[config.mk]
export PLATFORM = sky130hd
export DESIGN_NAME = pwm_hbridge_ctrl
export DESIGN_NICKNAME = d
export VERILOG_FILES = /design/src/rtl/pwm_hbridge_ctrl.sv
export SDC_FILE = /design/constraint.sdc
export NUM_CORES = 1
export LEC_CHECK = 0
export BUFFER_PORTS_ARGS = -buffer_cell sky130_fd_sc_hd__buf_2
export CAP_MARGIN = 20
export CORE_MARGIN = 4
export CORE_UTILIZATION = 64
export CTS_BUF_LIST = sky130_fd_sc_hd__clkbuf_16
export DETAILED_ROUTE_END_ITERATION = 10
export GPL_ROUTABILITY_DRIVEN = 1
export HOLD_SLACK_MARGIN = 0.1
export PLACE_DENSITY = 0.85
export RECOVER_POWER = 50
export SKIP_LAST_GASP = 1
export SLEW_MARGIN = 0
export SYNTH_ARGS = -nofsm -noshare
export SYNTH_HDL_FRONTEND = slang
export SYNTH_SLANG_ARGS = --single-unit
[constraint.sdc]
create_clock -name clk -period 4.95 [get_ports clk]
set_input_delay 0.99 -clock clk [delete_from_list [all_inputs] [get_ports clk]]
set_output_delay 0.99 -clock clk [all_outputs]
set_load 0.02 [all_outputs]
[src/rtl/pwm_hbridge_ctrl.sv]
// Multi-channel H-bridge PWM controller: one shared period counter, double-buffered
// per-channel duty/mode applied at period wraps, and a coast interval on direction changes.
module pwm_hbridge_ctrl #(
    parameter int unsigned CH         = 2,
    parameter int unsigned DUTY_W     = 8,
    parameter int unsigned PERIOD     = 100,
    parameter int unsigned PRESCALE   = 500,
    parameter int unsigned DEAD_TICKS = 4
) (
    input  logic                 clk,
    input  logic                 rst_n,
    input  logic                 en,
    input  logic                 cfg_valid,
    output logic                 cfg_ready,
    input  logic [CH*DUTY_W-1:0] cfg_duty,
    input  logic [CH*2-1:0]      cfg_mode,
    output logic [CH-1:0]        in_a,
    output logic [CH-1:0]        in_b,
    output logic                 period_start
);
    localparam int unsigned PRE_W  = (PRESCALE > 1) ? $clog2(PRESCALE) : 1;
    localparam int unsigned PH_W   = DUTY_W;
    localparam int unsigned DEAD_W = $clog2(DEAD_TICKS + 1);

    localparam logic [1:0] MODE_COAST = 2'b00;
    localparam logic [1:0] MODE_FWD   = 2'b01;
    localparam logic [1:0] MODE_REV   = 2'b10;
    localparam logic [1:0] MODE_BRAKE = 2'b11;

    typedef enum logic {ST_NORMAL, ST_DEAD} state_e;

    logic [PRE_W-1:0]     pre_cnt_q, pre_cnt_d;
    logic [PH_W-1:0]      ph_q, ph_d;
    logic                 cfg_ready_q, cfg_ready_d;
    logic [CH*DUTY_W-1:0] pend_duty_q, pend_duty_d, act_duty_q, act_duty_d;
    logic [CH*2-1:0]      pend_mode_q, pend_mode_d, act_mode_q, act_mode_d;
    state_e               state_q [CH];
    state_e               state_d [CH];
    logic [DEAD_W-1:0]    dead_cnt_q [CH];
    logic [DEAD_W-1:0]    dead_cnt_d [CH];
    logic [CH-1:0]        in_a_q, in_a_d, in_b_q, in_b_d;
    logic                 period_start_q, period_start_d;
    logic [CH-1:0]        pwm;

    logic tick, wrap, apply, take;

    assign tick  = en && (pre_cnt_q == PRE_W'(PRESCALE - 1));
    assign wrap  = tick && (ph_q == PH_W'(PERIOD - 1));
    assign apply = wrap && !cfg_ready_q;
    assign take  = cfg_valid && cfg_ready_q;

    assign cfg_ready    = cfg_ready_q;
    assign in_a         = in_a_q;
    assign in_b         = in_b_q;
    assign period_start = period_start_q;

    // Only a switch between two driven modes can shoot through a leg.
    function automatic logic needs_dead(input logic [1:0] old_m, input logic [1:0] new_m);
        return (old_m != new_m) && (old_m != MODE_COAST) && (new_m != MODE_COAST);
    endfunction

    always_comb begin
        pre_cnt_d      = pre_cnt_q;
        ph_d           = ph_q;
        cfg_ready_d    = cfg_ready_q;
        pend_duty_d    = pend_duty_q;
        pend_mode_d    = pend_mode_q;
        act_duty_d     = act_duty_q;
        act_mode_d     = act_mode_q;
        state_d        = state_q;
        dead_cnt_d     = dead_cnt_q;
        in_a_d         = '0;
        in_b_d         = '0;
        pwm            = '0;
        period_start_d = wrap;

        if (!en) begin
            pre_cnt_d = '0;
            ph_d      = '0;
        end else if (tick) begin
            pre_cnt_d = '0;
            ph_d      = wrap ? '0 : ph_q + PH_W'(1);
        end else begin
            pre_cnt_d = pre_cnt_q + PRE_W'(1);
        end

        // take and apply are mutually exclusive: one needs ready high, the other low.
        if (apply) begin
            act_duty_d  = pend_duty_q;
            act_mode_d  = pend_mode_q;
            cfg_ready_d = 1'b1;
        end
        if (take) begin
            pend_duty_d = cfg_duty;
            pend_mode_d = cfg_mode;
            cfg_ready_d = 1'b0;
        end

        for (int i = 0; i < CH; i++) begin
            if (!en) begin
                state_d[i]    = ST_NORMAL;
                dead_cnt_d[i] = '0;
            end else begin
                case (state_q[i])
                    ST_NORMAL: begin
                        if (apply && needs_dead(act_mode_q[2*i +: 2], act_mode_d[2*i +: 2])) begin
                            state_d[i]    = ST_DEAD;
                            dead_cnt_d[i] = DEAD_W'(DEAD_TICKS);
                        end
                    end
                    ST_DEAD: begin
                        if (apply) begin
                            dead_cnt_d[i] = DEAD_W'(DEAD_TICKS);
                        end else if (tick) begin
                            if (dead_cnt_q[i] <= DEAD_W'(1)) begin
                                state_d[i]    = ST_NORMAL;
                                dead_cnt_d[i] = '0;
                            end else begin
                                dead_cnt_d[i] = dead_cnt_q[i] - DEAD_W'(1);
                            end
                        end
                    end
                    default: state_d[i] = ST_NORMAL;
                endcase
            end

            // Outputs are registered from next-state values so they line up with period_start.
            pwm[i] = (ph_d < act_duty_d[i*DUTY_W +: DUTY_W]);
            if (en && state_d[i] == ST_NORMAL) begin
                case (act_mode_d[2*i +: 2])
                    MODE_FWD:   in_a_d[i] = pwm[i];
                    MODE_REV:   in_b_d[i] = pwm[i];
                    MODE_BRAKE: begin
                        in_a_d[i] = 1'b1;
                        in_b_d[i] = 1'b1;
                    end
                    default: ;
                endcase
            end
        end
    end

    always_ff @(posedge clk or negedge rst_n) begin
        if (!rst_n) begin
            pre_cnt_q      <= '0;
            ph_q           <= '0;
            cfg_ready_q    <= 1'b1;
            pend_duty_q    <= '0;
            pend_mode_q    <= '0;
            act_duty_q     <= '0;
            act_mode_q     <= '0;
            in_a_q         <= '0;
            in_b_q         <= '0;
            period_start_q <= 1'b0;
            for (int i = 0; i < CH; i++) begin
                state_q[i]    <= ST_NORMAL;
                dead_cnt_q[i] <= '0;
            end
        end else begin
            pre_cnt_q      <= pre_cnt_d;
            ph_q           <= ph_d;
            cfg_ready_q    <= cfg_ready_d;
            pend_duty_q    <= pend_duty_d;
            pend_mode_q    <= pend_mode_d;
            act_duty_q     <= act_duty_d;
            act_mode_q     <= act_mode_d;
            in_a_q         <= in_a_d;
            in_b_q         <= in_b_d;
            period_start_q <= period_start_d;
            for (int i = 0; i < CH; i++) begin
                state_q[i]    <= state_d[i];
                dead_cnt_q[i] <= dead_cnt_d[i];
            end
        end
    end

endmodule
# ---- After elaboration in Yosys (flattened, before gate mapping)
# Index checks and enable logic that the tools add are counted.
dict set report totals {
  reg_bits 71
  latch_bits 0
  mem_bits_rw 0
  mem_bits_ro 0
  inputBits 24
  out_inout_bits 6
  wordCells 101
  mem_count 0
}
dict set report op_classes {
  add_sub_neg 4
  multipliers 0
  div_mod_pow 0
  n_lt_le_gt_ge 4
  eq_ne 14
  shifts 0
  mux 41
  bitwise_logic 4
  reduce_logical 20
}
# operator n
set ops {}
lappend ops {{$mux W3} 10}
lappend ops {{$mux W8} 3}
lappend ops {{$mux W9} 2}
lappend ops {{$lt A8 B8 Y1} 2}
lappend ops {{$mux W1} 16}
lappend ops {{$mux W16} 1}
lappend ops {{$logic_and A1 B1 Y1} 12}
lappend ops {{$pmux W1 S2} 6}
lappend ops {{$pmux W3 S2} 2}
lappend ops {{$reduce_bool A2 Y1} 5}
lappend ops {{$add A9 B1 Y9 const B} 1}
lappend ops {{$eq A9 B9 Y1 const B} 1}
lappend ops {{$add A8 B1 Y8 const B} 1}
lappend ops {{$eq A2 B2 Y1 const B} 4}
lappend ops {{$eq A8 B7 Y1 const B} 1}
lappend ops {{$ne A4 B2 Y1 const B} 2}
lappend ops {{$le A3 B1 Y1 const B} 2}
lappend ops {{$ne A3 B3 Y1 const B} 2}
lappend ops {{$sub A3 B1 Y3 const B} 2}
lappend ops {{$eq A2 B1 Y1 const B} 2}
lappend ops {{$mux W4} 1}
lappend ops {{$ne A2 B2 Y1} 2}
lappend ops {{$not A1 Y1} 4}
lappend ops {{$reduce_and A2 Y1} 2}
lappend ops {{$logic_not A1 Y1} 1}

# ---- Logic depth before layout (Yosys ltp)
dict set report logic_depth {
  ltp_word 15
  depth_mapped 14
}

# ---- Least setup slack after synthesis
# OpenSTA, ideal clock, no wires.
dict set report synth_timing {
  path_type {in2reg}
  from {input en}
  to {register in_a_q[1] (netlist: in_a[1])}
  setup_ps 100
  t_arrival_ps 3564
  t_required_ps 4850
  setup_slack_ps 1286
  stages 12
  path_buffers 2
  cell_sequence {clkbuf_1 > inv_2 > nor4_4 > nand2_2 > buf_4 > mux2i_1 > ha_1 > a21oi_1 > o21ai_0 > a2111oi_0 > o211ai_1 > a311oi_1}
}
dict set report synth_via {
  elab_chain_len 14
  word_cells_on_any_way 25
  cone_classes {1 x order compare; 3 x eq/ne; 12 x mux; 1 x bitwise; 8 x reduce/logical}
}
# item line
set synth_rtl {}
lappend synth_rtl {{start: declaration} 12} ;# input logic en,
lappend synth_rtl {{branches (longest 13 deep; another with $lt A8 B8 Y1)} --}
lappend synth_rtl {{$mux W1 *} 129} ;# if (en && state_d[i] == ST_NORMAL) begin
lappend synth_rtl {{via in_a_d[1]} 41} ;# logic [CH-1:0] in_a_q, in_a_d, in_b_q, in_b_d;
lappend synth_rtl {{end signal: assignment} 167} ;# in_a_q <= in_a_d;
lappend synth_rtl {{end: declaration} 41}
# Mark *: on every way through the listed nets, which the timed path passes.
# A chain may end at the register's enable or synchronous reset.

# ---- Worst setup path in the final report
dict set report layout_timing {
  from {input en}
  to {register in_b_q[0] (netlist: in_b[0])}
}
dict set report layout_via {
  elab_chain_len 14
  word_cells_on_any_way 25
  cone_classes {1 x order compare; 3 x eq/ne; 12 x mux; 1 x bitwise; 8 x reduce/logical}
}
# item line
set layout_rtl {}
lappend layout_rtl {{branches (longest 13 deep; another with $lt A8 B8 Y1)} --}
lappend layout_rtl {{$mux W1 *} 129}
lappend layout_rtl {{via in_b_d[0]} 41}
lappend layout_rtl {{end signal: assignment} 168} ;# in_b_q <= in_b_d;
lappend layout_rtl {{end: declaration} 41}
# Marked as above.

==> results.md <==
- Commonest cells post-synth: 70 x dfrtp_1, 27 x inv_1, 20 x ha_1, 20 x mux2_2
- Cell area after synthesis: 0.00359 sq mm
- R2R Setup Slk: 1.00 ns
- Filler cells: around 370
- Min Tclk post-route: 4.14 ns
- Area Growth Syn to Fin: 13.7%
- Arrival time worst endpoint: ~4.4 ns
- Netlist cell types: 55
- Seq/Total Area, Yosys: 49.5%
- Vias in the first global route: 2,616
- Initial antenna violation count: 0
- Row cnt: 27
- CP delay by family, top: compound AO/OA/AOI/OAI gates
- Top-count cell post-synth: dfrtp_1
- RSZ-0062 raised after global routing: no
- Mapped Avg Cell Area: 11.1 sq um
- Final Non-Filler Cells: 433
- Final Skew: 0.00638 ns
- Final period util: 83.6%
- H-tree depth: 3
- Static Leak: 2.07 nW
- Post-route setup slack: roughly 0.8 ns
- Largest net degree at the start of global routing: 45
- Final Core Density: roughly three quarters
- Critical path peak fanout: 18
- Drc violations: 0
- Core Footprint: approximately 0.0055 sq mm
- Clock sink count: 71
- Die ar.: between 0.006 and 0.007 sq mm
- CTS-repair resized insts: 0
- Gr ovfl total: 0
- Worst setup path endpoint: in_b[0]$_DFF_PN0_
- Routed len/inst: 16.1 um
- Post-synthesis compound-gate area fraction: 12.9%
- Synth Area in Simple Gates: 13.1%
- Hold Fails Final Rpt: 0
- Yosys warns: 0
- Hold bufs inserted after CTS: 0
- Fin Setup TNS: 0 ns
- Post-synthesis mux area share: 11.6%
- WS Path Type: input pin to register
- CP Depth: 11
- Status: complete, but fails checks
- Crit path largest cell delay: 0.54 ns
- Placer Congestion: a little under 0.9
- Actual slew at the worst max-slew pin: 2.14 ns
- Synth Register Bits: 71
- PwrDens: 315 mW/mm^2
- Worst path cell trace: buf_2 > inv_1 > nor4_4 > nand2_2 > mux2i_1 > ha_1 > a21oi_1 > o21ai_0 > a2111oi_0 > o211ai_1 > a311oi_1
- DRT iter0 DRCs: 187
- Detailed Routing Iterations Pass 1: 4
- Hpwl dp: 4980 um
- Adder-Cell Fraction of Synth Area: 6.96%
- Total CTS buffers: 9
- Yosys top cell area share: 48.7%
- Cells after synthesis: between 300 and 400
- Root buffer cell: clkbuf_16
- Via count: 2,592
- GRT Total Usage: 22.1%
- Clock latency on the worst-skew pair: 0.33 ns
- Synth area leaders: dfrtp_1 49%, ha_1 7.0%, mux2_2 6.3%
- CP bufs+invs: 2
- CP startpoint: en
- Slew Viols, Final: 74
- Async SR Flop Fraction: 100%
- FF-to-FF End: in_b[0]$_DFF_PN0_
- Post-CTS Setup Bufs: 0
- Top FF cell, synth: dfrtp_1
- WL final: 6980 um
- Die height: 82.9 um
- Pre-CTS WS: 0.648 ns
- Worst rel slew slack: -42.4%
- Final Instance Area: 0.00409 sq mm
- R2r startpoint: ph_q[0]$_DFF_PN0_
- Post-synth EDFFs: 0
- Hold Path Class: register to register
- Failing checks: capacitance limit, slew limit
- Worst path required time: 5.18 ns
- Xor/xnor share of the synthesized area: 1.95%
- Max cap viols: 2
- Starting Density: about two thirds
- Final nets: 400
- Worst Setup Start Kind: input pin
- Fmax: 0.242 GHz
- CTS tree: done
- I/O pin cnt: 30
- DRT antenna net count: 0
- Synth area leader: dfrtp_1
- Synthesized Nets: 367
- Share of cells above drive strength 1: 21.3%
- Main combinational cell family by area after synthesis: simple AND/OR/NAND/NOR gates
- Die Wd: 82.9 um
- Final Setup Violations: 0
- Placed Instance Area: 0.00381 sq mm
- Antenna Cells: 0
- CP max-delay cell: nor4_4
- First-pass GRT wire length: 12,200 um
- Vias/cell: 5.99
- Clk buf depth: 2
- Clk slew on worst S/H paths: about 0.060 ns
- Placed cells: 417
- Peak VDD IR: 0.000206 V
- Nature of the critical path endpoint: register
- Cell depth of the worst flop-to-flop path: 11
- # port buffers: 29
placed cells by master (no fill, tap or decap), drive strengths merged, types with 3 or more instances in the layout:
cell    synthesis  final
or4             7      7
clkinv          0      3
nor3            3      3
o21ai          14     14
and3            4      4
a21oi          21     21
nand3           6      6
inv            28     29
dfrtp          70     70
o21bai          4      4
ha             20     20
o211ai          4      4
clkbuf          6     13
xor2            5      5
or2             3      3
nand2          17     17
o21a            4      4
buf             3     27
a311oi          4      4
nor2           19     19
mux2i          19     19
mux2           20     20
xnor2           3      3
nand4           4      4
nor4            3      3
worst min-delay path by stage:
stage,endpoint,slack (ns),depth (start not counted),from
2_1_floorplan,pre_cnt_q[0]$_DFF_PN0_,0.43,1,pre_cnt_q[0]$_DFF_PN0_
3_3_place_gp,pre_cnt_q[0]$_DFF_PN0_,0.45,1,pre_cnt_q[0]$_DFF_PN0_
3_5_place_dp,pre_cnt_q[0]$_DFF_PN0_,0.45,1,pre_cnt_q[0]$_DFF_PN0_
4_1_cts,pre_cnt_q[0]$_DFF_PN0_,0.46,1,pre_cnt_q[0]$_DFF_PN0_
5_1_grt,pre_cnt_q[0]$_DFF_PN0_,0.49,1,pre_cnt_q[0]$_DFF_PN0_
6_report,pre_cnt_q[0]$_DFF_PN0_,0.46,1,pre_cnt_q[0]$_DFF_PN0_
layer usage:
metal | vias to the layer above | routed length, um | part of all wire (%) | track usage, %
met2 | 57 | 3450 | 49 | 35.6
met5 | - | 0 | 0 | 0
met1 | 1279 | 3120 | 45 | 28.7
li1 | 1239 | - | - | -
met3 | 17 | 241 | 3.5 | 5.85
met4 | 0 | 171 | 2.4 | 8.32
worst reg2reg max path, cell delays in order, from the launching register on:
cell,delay [ns]
dfrtp_1,0.39
ha_1,0.25
or3b_1,0.47
nor4_4,0.36
nand2_2,0.41
mux2i_1,0.32
ha_1,0.30
a21oi_1,0.16
o21ai_0,0.15
a2111oi_0,0.55
o211ai_1,0.20
a311oi_1,0.29
kinds of logic (layout without fill, tap and decap cells):
logic type                 count (synthesis)  after routing
and+or+nand+nor                           78             78
adders and majority gates                 20             20
DFF                                       71             71
AOI/OAI and AO/OA                         70             70
buffers and inverters                     37             75
xor gates and xnor gates                   8              8
muxes                                     39             39
per-stage QoR:
stage	hold WS, ns	total power, mW
after detailed placement	0.454	0.675
after floorplan	0.433	0.644
after global routing	0.491	1.34
after global placement	0.452	0.672
final	0.455	1.29
after CTS	0.462	1.30
state kept, by name (all words and copies together) (netlist names):
signal / flops
ph_q: 8
dead_cnt_q: 6
state_q: 2
in_b: 2
pre_cnt_q: 9
pend_mode_q: 4
cfg_ready: 1
act_duty_q: 16
in_a: 2
period_start: 1
act_mode_q: 4
pend_duty_q: 16
where the power goes:
part | leakage, nW | internal [mW] | switching (mW)
Clock | 0.138 | 0.385 | 0.239
Sequential | 0.968 | 0.598 | 0.0118
Combinational | 0.967 | 0.0253 | 0.0283
Total | 2.07 | 1.01 | 0.279
final cells by class:
type                    count  area, sq um  area share (%)
inverters                  28          105            2.57
clock buffers               9          225            5.51
repair buffers             31          153            3.74
flip-flops and latches     71         1780            43.5
well taps                  72         90.1            2.20
clock inverters             7         65.1            1.59
multi-input cells         215         1670            40.9
Power figures use the tool's default switching activity.
